$ cat src/rtl/paquete_micro.sv
// paquete_micro: shared state codes, instruction field positions and data width
package paquete_micro;
   localparam int ANCHO_DATO = 8;
   localparam int OP_MSB  = 7;
   localparam int OP_LSB  = 5;
   localparam int RX_MSB  = 4;
   localparam int RX_LSB  = 3;
   localparam int RY_MSB  = 2;
   localparam int RY_LSB  = 1;
   localparam int INM_BIT = 0;
   typedef enum logic [2:0] {
      BUSCA       = 3'd0,
      DECODIFICA  = 3'd1,
      EJECUTA     = 3'd2,
      ESCRIBE     = 3'd3,
      INM_LEE     = 3'd4,
      INM_CAPTURA = 3'd5
   } estado_t;
endpackage

$ cat src/rtl/banco_registros.sv
// banco_registros: 4x8 register file, two async read ports, one sync write port
module banco_registros
   import paquete_micro::*;
(
   input  logic                  i_Clk,
   input  logic                  i_Rst_n,
   input  logic                  i_We,
   input  logic [1:0]            i_Dir_w,
   input  logic [ANCHO_DATO-1:0] i_Dato_w,
   input  logic [1:0]            i_Dir_a,
   input  logic [1:0]            i_Dir_b,
   output logic [ANCHO_DATO-1:0] o_Dato_a,
   output logic [ANCHO_DATO-1:0] o_Dato_b
);
   logic [ANCHO_DATO-1:0] r_banco [4];
   assign o_Dato_a = r_banco[i_Dir_a];
   assign o_Dato_b = r_banco[i_Dir_b];
   // registers clear asynchronously, otherwise take the write port on the edge
   always_ff @(posedge i_Clk or negedge i_Rst_n)
      if (!i_Rst_n) r_banco <= '{default: '0};
      else if (i_We) r_banco[i_Dir_w] <= i_Dato_w;
endmodule

$ cat src/rtl/unidad_control.sv
// unidad_control: fetch/decode/execute sequencer driving program memory, ALU and register bank
module unidad_control
   import paquete_micro::*;
#(
   parameter int ANCHO_DIR = 8
)(
   input  logic                  i_Clk,
   input  logic                  i_Rst_n,
   input  logic                  i_Ejecutar,
   output logic [ANCHO_DIR-1:0]  o_Dir,
   output logic                  o_Leer,
   input  logic [ANCHO_DATO-1:0] i_Dato,
   output logic [2:0]            o_Inst_decodificada,
   output logic [ANCHO_DATO-1:0] o_RX,
   output logic [ANCHO_DATO-1:0] o_RY,
   output logic                  o_Hab,
   input  logic [ANCHO_DATO-1:0] i_Resultado,
   input  logic [2:0]            i_Bandera,
   output logic [2:0]            o_Banderas,
   output logic [2:0]            o_Estado
);
   estado_t               estado, estado_sig;
   logic [ANCHO_DIR-1:0]  pc;
   logic [ANCHO_DATO-1:0] ir;
   logic                  we;
   assign o_Dir               = pc;
   assign o_Estado            = estado;
   assign o_Inst_decodificada = ir[OP_MSB:OP_LSB];
   banco_registros u_banco (
      .i_Clk    (i_Clk),
      .i_Rst_n  (i_Rst_n),
      .i_We     (we),
      .i_Dir_w  (ir[RX_MSB:RX_LSB]),
      .i_Dato_w (ir[INM_BIT] ? i_Dato : i_Resultado),
      .i_Dir_a  (ir[RX_MSB:RX_LSB]),
      .i_Dir_b  (ir[RY_MSB:RY_LSB]),
      .o_Dato_a (o_RX),
      .o_Dato_b (o_RY)
   );
   // next state and strobes; the read strobe is gated by reset since BUSCA is also the reset state
   always_comb begin
      estado_sig = BUSCA;
      o_Leer     = 1'b0;
      o_Hab      = 1'b0;
      we         = 1'b0;
      case (estado)
         BUSCA: begin
            o_Leer     = i_Rst_n && i_Ejecutar;
            estado_sig = i_Ejecutar ? DECODIFICA : BUSCA;
         end
         DECODIFICA:  estado_sig = i_Dato[INM_BIT] ? INM_LEE : EJECUTA;
         EJECUTA: begin
            o_Hab      = 1'b1;
            estado_sig = ESCRIBE;
         end
         ESCRIBE:     we = 1'b1;
         INM_LEE: begin
            o_Leer     = 1'b1;
            estado_sig = INM_CAPTURA;
         end
         INM_CAPTURA: we = 1'b1;
         default:     estado_sig = BUSCA;
      endcase
   end
   // state, PC, IR and flag registers; PC steps past the opcode and past the immediate
   always_ff @(posedge i_Clk or negedge i_Rst_n)
      if (!i_Rst_n) begin
         estado     <= BUSCA;
         pc         <= '0;
         ir         <= '0;
         o_Banderas <= '0;
      end else begin
         estado <= estado_sig;
         if (estado == DECODIFICA) ir <= i_Dato;
         if (estado == DECODIFICA || estado == INM_CAPTURA) pc <= pc + ANCHO_DIR'(1);
         if (estado == ESCRIBE) o_Banderas <= i_Bandera;
      end
endmodule

$ cat config.mk
export PLATFORM = sky130hd
export DESIGN_NAME = unidad_control
export DESIGN_NICKNAME = d
export VERILOG_FILES = /design/src/rtl/paquete_micro.sv /design/src/rtl/banco_registros.sv /design/src/rtl/unidad_control.sv
export SDC_FILE = /design/constraint.sdc
export NUM_CORES = 1
export LEC_CHECK = 0
export ABC_CLOCK_PERIOD_IN_PS = 3000
export CAP_MARGIN = 15
export CORE_MARGIN = 5
export CORE_UTILIZATION = 55
export CTS_CLUSTER_SIZE = 12
export DETAILED_ROUTE_END_ITERATION = 10
export GPL_TIMING_DRIVEN = 0
export HOLD_SLACK_MARGIN = 0.03
export PLACE_DENSITY = 0.93
export SYNTH_ARGS = -nofsm -noshare
export SYNTH_HDL_FRONTEND = slang
export SYNTH_SLANG_ARGS = --single-unit
export TNS_END_PERCENT = 5
$ cat constraint.sdc
create_clock -name i_Clk -period 3 [get_ports i_Clk]
set_clock_uncertainty 0.1 [all_clocks]
set_input_delay 0.75 -clock i_Clk [delete_from_list [all_inputs] [get_ports i_Clk]]
set_output_delay 0.75 -clock i_Clk [all_outputs]
set_load 0.005 [all_outputs]
---- Yosys cells after proc, flatten, opt, wreduce, memory -nomap -nowiden ----
Cells that the tools add are included.
cells by class
  mux-type cells .......................... 16
  eq/ne operators ......................... 5
  reduce and logical (&&, ||, !) cells .... 5
  bitwise logic cells ..................... 2
  add/subtract/negate cells ............... 1
  $lt $le $gt $ge ......................... 3
operator list
  kind                                                        count
  2-to-1 mux 8 bit                                            6
  binary-select mux 8 bit (select 2 bit)                      2
  bitwise mux 32 bit                                          1
  demux 8 bit (select 2 bit)                                  1
  case mux 3 bit (4 select lines)                             1
  adder 8 x 1 -> 8 bit, second input constant                 1
  equality test 3 x 2 -> 1 bit, second input constant         2
  equality test 3 bit, second input constant                  2
  greater-or-equal comparator 3 bit, second input constant    2
  NOT 2 -> 3 bit                                              2
  equality test 3 x 1 -> 1 bit, second input constant         1
  zero test 3 bit                                             1
  less-than comparator 3 x 1 -> 1 bit, second input constant  1
  2-to-1 mux 1 bit                                            3
  2-to-1 mux 3 bit                                            1
  logical AND 1 bit                                           2
  case mux 1 bit (2 select lines)                             1
  OR reduction 2 bit                                          1
  logical OR 1 bit                                            1
word-level totals
  register bits after elaboration ......... 54
  output and inout bits ................... 35
  input bits .............................. 22

---- Longest topological paths before layout ----
Gate-level depths: netlist (run 1).
  depth after elaboration ................. 6
  depth in mapped cells ................... 5
  depth with buffers taken out ............ 3

---- Hierarchy ----
A second synthesis (run 1) with hierarchy kept.
second synthesis, totals
  cell total of the unflattened synthesis .. 170
  area total of the unflattened synthesis .. 2646.3 µm²
modules (own cells, without submodules)
  module           sequential area each (µm²)  area each (µm²)  times used  cells each
  banco_registros  800.8                       1590.3           1           88
  unidad_control   550.5                       1056.0           1           82

---- Worst setup path before layout (run 1) ----
OpenSTA, ideal clock, no wires.
  path type ............................... reg-to-output
  start ................................... register ir[3]
  end ..................................... output o_RX[0]
  cell stages (with the launch flop) ...... 3
  arrival ................................. 1.148 ns
  buffers on the path ..................... 1
  setup slack ............................. 1.002 ns
  path through ............................ dfrtp_1 -> buf_2 -> mux4_2
on the way
  longest elaborated chain between the ends .. 4
RTL lines
  element                                               RTL line               text
  start: declaration                                    unidad_control.sv:24   logic [ANCHO_DATO-1:0] ir;
  start signal: assignment                              unidad_control.sv:74   if (estado == DECODIFICA) ir <= i_Dato;
  NOT 2 -> 3 bit (not written as such)                  banco_registros.sv:16  assign o_Dato_a = r_banco[i_Dir_a];
  binary-select mux 8 bit (select 2 bit)                banco_registros.sv:16
  2-to-1 mux 8 bit (not written as such) (2 in series)  banco_registros.sv:16
  end: declaration                                      unidad_control.sv:14   output logic [ANCHO_DATO-1:0] o_RX,
No other way between the ends. The select of a mux whose other input is x is not followed.

---- Worst setup path after layout (run 1) ----
  start ................................... input i_Ejecutar
  end ..................................... output o_Leer
on the way
  longest elaborated chain between the ends .. 2
RTL lines
  element                          RTL line              text
  start: declaration               unidad_control.sv:9   input logic i_Ejecutar,
  logical AND 1 bit                unidad_control.sv:48  o_Leer = i_Rst_n && i_Ejecutar;
  case mux 1 bit (2 select lines)  unidad_control.sv:46  case (estado)
  end: declaration                 unidad_control.sv:11  output logic o_Leer,
No other way between the ends.

==> metrics, run 1 <==
Sw Share a little under a third; CTS tree done; synthesized area 2690 um2; Root Buffer clkbuf_8; sequential share of the synthesized area about half; WS Path Type input pin to primary output; clock power share approximately 12%; die area around 6400 um2; Setup-failing EPs final 0; Setup crit end kind primary output; top post-synthesis cells by count dfrtp_1 (54), mux2_2 (44), mux4_2 (16); Fmax around 340 MHz; status finished clean; I/O pin cnt between 50 and 60; Synth cell types 30; clock tree buffer depth 2; 1st-iter DRT viols 74; cell area after layout 3470 um2; dpl cells 295; layout cell share with drive strength beyond 1 39.8%; WP data required ~2.2 ns; minimum clock period after layout approximately 2.9 ns; TritonRoute pass-1 iters 4; CORE AREA approximately 4800 um2; # port buffers 56; worst skew pair latency slightly above 0.3 ns; via count 1706; Synthesis Warnings 0; post-synthesis adder-cell area fraction 0.464%; IR drop worst, VDD 536 uV; synthesis-to-finish area growth 28.8%; Worst slew margin 46.5%; die extent in y 80.0 um; DRC errors left 0; pin count of the biggest net entering global routing 30; GRT Util Overall roughly a fifth; Max Fanout on Critical Path 2; Cells after Synth between 150 and 200; vias in the first global route between 1500 and 2000; hold-fix buffers at CTS 0; # clock sinks 54; RSZ-0062 raised after global routing false; Internal Power ~2.7 mW; DP Wirelength between 4000 and 5000 um; XOR/XNOR share of the synthesized area ~2.9%; vias per inst between 5 and 6; worst hold slack approximately 0.23 ns; Post-synth EDFFs 0; logic gate share of total power a little over half; setup ws final 0.0625 ns; global route total overflow 0; initial antenna violation count 0; syn nets between 150 and 200; die width approximately 80 um; Async SR Flop Fraction between 90% and 100%; most frequent cell after synthesis dfrtp_1; Synth area leader dfrtp_1; Placed Instance Area ~3400 um2; leakage dissipation between 1 and 1.5 nW; postcts setup bufs 0; clock slew at reported path FFs ~0.10 ns; post-synthesis compound-gate area fraction less than 1%; flops & latches, synth 54; Setup crit start kind input pin; top_reg_cell synth dfrtp_1; maxcap violations 0; Post-Route WL 5770 um; fin util approximately 73%; Initial Utilization between 50% and 60%; post-synth top area share 50.2%; Power, Total approximately 3.9 mW; Arr. time, crit path between 2 and 2.5 ns; simple-gate area share of the yosys netlist 6.08%; WL per Instance 19.0 um; ANT cells 0; GP Congestion between 0.7 and 0.8; final worst path period share 97.9%; largest family of logic cells by synthesized area multiplexers; P_sw around 1.2 mW; Nets between 200 and 300; syn avg cell area around 16 um2; dpl ws -0.0365 ns; Placement Rows 25; Pwr Density between 1000 and 1500 nW/um2; ranking of synthesized cells by area dfrtp_1 (50%), mux2_2 (18%), mux4_2 (13%); mux contribution to synthesized area 36.2%; final hold vios 0; first-pass GRT wire length between 9000 and 10000 um; TritonCTS Buffers 5; R2R depth 4; Final Max Slew Viols 0; H-tree depth 2; Seq pwr share approximately 34%; Worst Hold Class input pin to asynchronous set/reset pin; Final ANT Viol Nets 0; slew of the pin with the lowest slew margin 0.800 ns; Finished Layout Cells approximately 300; Sum Neg Setup Slack 0 ns
==> final cells by class <==
cell class | instances | area, um2
flip-flops and latches | 54 | 1350
well taps | 67 | 83.8
plain buffers | 13 | 87.6
repair buffers | 57 | 578
multi-input cells | 103 | 1250
inverters | 1 | 3.75
fillers | 312 | 1290
clock buffers | 6 | 72.6
clock inverters | 2 | 37.5
==> critical path: stages <==
cell and delay [ns]:
clkdlybuf4s50_1 0.50, a21oi_1 0.08, nor3_1 0.21, clkdlybuf4s50_1 0.55
==> power groups by stage <==
stage          clock (mW)  sequential [mW]  combinational [mW]
2_1_floorplan           0             1.27                1.25
3_3_place_gp            0             1.31                2.07
5_1_grt             0.523             1.38                2.28
3_5_place_dp            0             1.34                2.13
4_1_cts             0.492             1.33                2.15
6_report            0.484             1.34                2.12
==> state kept, by name (all words and copies together), names as in the netlist <==
signal	flops
o_Estado	3
o_Dir	8
o_Banderas	3
u_banco.r_banco	32
ir	8
==> cell families (layout without fill, tap and decap cells) <==
| group | count (synthesis) | after routing |
|---|---|---|
| muxes | 68 | 68 |
| DFF | 54 | 54 |
| and+or+nand+nor | 22 | 22 |
| buffers and inverters | 14 | 79 |
| xor gates and xnor gates | 8 | 8 |
| AOI/OAI and AO/OA | 4 | 4 |
| adders and majority gates | 1 | 1 |
==> cells in the final DEF (no fill, tap or decap), drive strengths merged, types with 2 or more instances in the layout <==
| cell type | instances |
|---|---|
| buf | 14 |
| nand3b | 2 |
| nor3b | 2 |
| clkbuf | 7 |
| a21oi | 2 |
| xnor2 | 7 |
| mux4 | 16 |
| dfrtp | 54 |
| nand2 | 3 |
| clkdlybuf4s50 | 55 |
| nand4 | 4 |
| nor3 | 3 |
| mux2 | 52 |
==> final timing paths <==
check	endpoint	start	slack, ns
hold / removal	u_banco.r_banco[5]	i_Rst_n	0.23
setup reg to reg	u_banco.r_banco[1]	ir[4]	0.91
hold reg to reg	o_Dir[7]	o_Dir[7]	0.39
setup / recovery	o_Leer	i_Ejecutar	0.06
min in group i_Clk	o_Dir[7]	o_Dir[7]	0.39
max in group asynchronous	u_banco.r_banco[1]	i_Rst_n	2.10
==> timing repair <==
| action | in CTS | in global routing |
|---|---|---|
| gates resized for setup | 1 | 1 |
| gates cloned | 0 | 0 |
| setup endpoints to repair | 1 | 4 |
| hold endpoints to repair | 0 | 0 |
==> per-layer routing <==
layer  global-route usage, %  share of wire [%]  vias to the layer above
li1                        -                  -                      767
met1                    22.9                 40                      878
met2                    35.9                 54                       46
met3                    3.84                4.1                       15
met4                    6.93                1.8                        0
met5                       0                  0                        -
Power figures use the tool's default switching activity.
==> run 2, diff against run 1 <==
Settings changed: ABC_CLOCK_PERIOD_IN_PS 3000 to 2450, CORE_UTILIZATION 55 to 46, PLACE_DENSITY 0.93 to 0.84.
Clock period 3 ns to 2.45 ns, I/O delays scaled along.
==> metrics, run 2 (same netlist as run 1, synthesis figures left out) <==
status finished clean; layout cell share with drive strength beyond 1 40.3%; die area about 7500 um2; Final Max Slew Viols 0; IR drop worst, VDD between 500 and 600 uV; clock power share 11.1%; Worst Hold Class input pin to asynchronous set/reset pin; cell area after layout ~3500 um2; maxcap violations 0; Post-Route WL approximately 5700 um; TritonCTS Buffers 5; dpl cells 300; Final ANT Viol Nets 0; initial antenna violation count 0; DRC errors left 0; Bufs and invs on worst path 2; pin count of the biggest net entering global routing 36; CP peak stage delay approximately 0.53 ns; family with the most delay on the worst path multiplexers; logic gate share of total power 52.7%; most frequent cells in the layout dfrtp_1 (54), mux2_2 (44), clkdlybuf4s50_1 (37), mux4_2 (16), dlygate4sd2_1 (13); Placement Rows 27; die width between 80 and 90 um; Max Fanout on Critical Path 9; via count between 1500 and 2000; global route total overflow 0; Setup crit start kind flop; Sw Share 31.9%; H-tree depth 2; Nets between 200 and 300; I/O pin cnt 57; max FFs per register 32; vias in the first global route about 1900; Arr. time, crit path between 1.5 and 2 ns; flop2flop setup slack approximately 0.31 ns; first-pass GRT wire length roughly 9600 um; Setup crit end kind primary output; clock tree buffer depth 2; Most flops, register u_banco.r_banco; Seq pwr share about 36%; worst skew pair latency approximately 0.3 ns; TritonRoute pass-1 iters 4; Finished Layout Cells around 310; # port buffers 56; fill count 434; critical-path cell list buf_8 > mux4_2 > dlygate4sd2_1; final hold vios 0; DP Wirelength around 4000 um; Internal Power roughly 3.1 mW; CORE AREA 5610 um2; vias per inst roughly 5.4; WL per Instance approximately 19 um; commonest non-fill, non-tap cell in the layout dfrtp_1; slew of the pin with the lowest slew margin about 0.85 ns; GP Congestion roughly 0.73; setup ws final 0.0875 ns; hold-fix buffers at CTS 0; Fmax 423 MHz; WS Path Type flop to primary output; Pwr Density around 1300 nW/um2; Root Buffer clkbuf_8; GRT Util Overall between 15 and 20%; Setup-failing EPs final 0; Initial Utilization around half; final worst path period share between 90% and 100%; P_sw between 1 and 1.5 mW; minimum clock period after layout around 2.4 ns; WP data required 1.74 ns; CP max stage cell mux4_2; Placed Instance Area 3360 um2; CTS tree done; Power, Total ~4.6 mW; clock slew at reported path FFs 0.09 ns; # clock sinks 54; dpl ws -0.156 ns; Worst slew margin a little over two fifths; 1st-iter DRT viols between 80 and 90; ANT cells 0; synthesis-to-finish area growth 28.8%; leakage dissipation 1.49 nW; RSZ-0062 raised after global routing false; die extent in y about 87 um
-- run 2: layer usage --
metal	vias to the layer above	GRT usage (%)	wire length (um)
met2	42	28.1	2930
met1	859	21.4	2400
met5	-	0	0
li1	765	-	-
met4	0	6.80	102
met3	8	3.90	280
-- run 2: area by class of cell --
cell class	instances	area, um2	share of cell area [%]
Tap cell	72	90.1	2.60
Timing Repair Buffer	58	572	16.5
Buffer	12	106	3.07
Sequential cell	54	1350	39.0
Clock buffer	7	86.3	2.49
Inverter	1	3.75	0.108
Multi-Input combinational cell	103	1250	36.1
Clock inverter	1	5.00	0.144
-- run 2: worst paths after layout --
kind,from,to,cells past startpoint
hold / removal,i_Rst_n,o_Dir[2],1
setup / recovery,ir[1],o_RY[2],3
min in group i_Clk,o_Dir[7],o_Dir[7],1
max in group asynchronous,i_Rst_n,u_banco.r_banco[25],2
setup reg to reg,ir[4],u_banco.r_banco[7],4
hold reg to reg,o_Dir[7],o_Dir[7],1
-- run 2: what timing repair did --
action	4_1_cts	5_1_grt
buffers inserted	1	0
resized for setup	25	5
setup endpoints to repair	17	5
-- run 2: power by group through the flow --
stage / clock [mW] / sequential [mW] / combinational, mW
4_1_cts: 0.517 / 1.66 / 2.45
5_1_grt: 0.562 / 1.74 / 2.65
6_report: 0.511 / 1.66 / 2.42
2_1_floorplan: 0 / 1.56 / 1.54
3_5_place_dp: 0 / 1.63 / 2.61
3_3_place_gp: 0 / 1.60 / 2.55
-- run 2: per-stage QoR --
step           setup TNS [ns]  hold WS, ns  util, %
2_1_floorplan               0        0.217        -
3_3_place_gp           -55.29        0.360     59.6
3_5_place_dp           -0.418        0.382     59.9
4_1_cts                     0       0.0814     61.7
5_1_grt                     0       0.0849     61.8
6_report                    0       0.0788     61.8
-- run 2: worst reg2reg max path: cells and delay by family (launching register included) --
kind	cells	cell delay, ns
buf+inv	1	0.29
flops	1	0.38
mux	1	0.42
simple gates	2	0.86
==> run 3, diff against run 2 <==
Settings changed: ABC_CLOCK_PERIOD_IN_PS 2450 to unset.
==> results of run 3 <==
Final layout, timing and power as in run 2 (identical DEF).
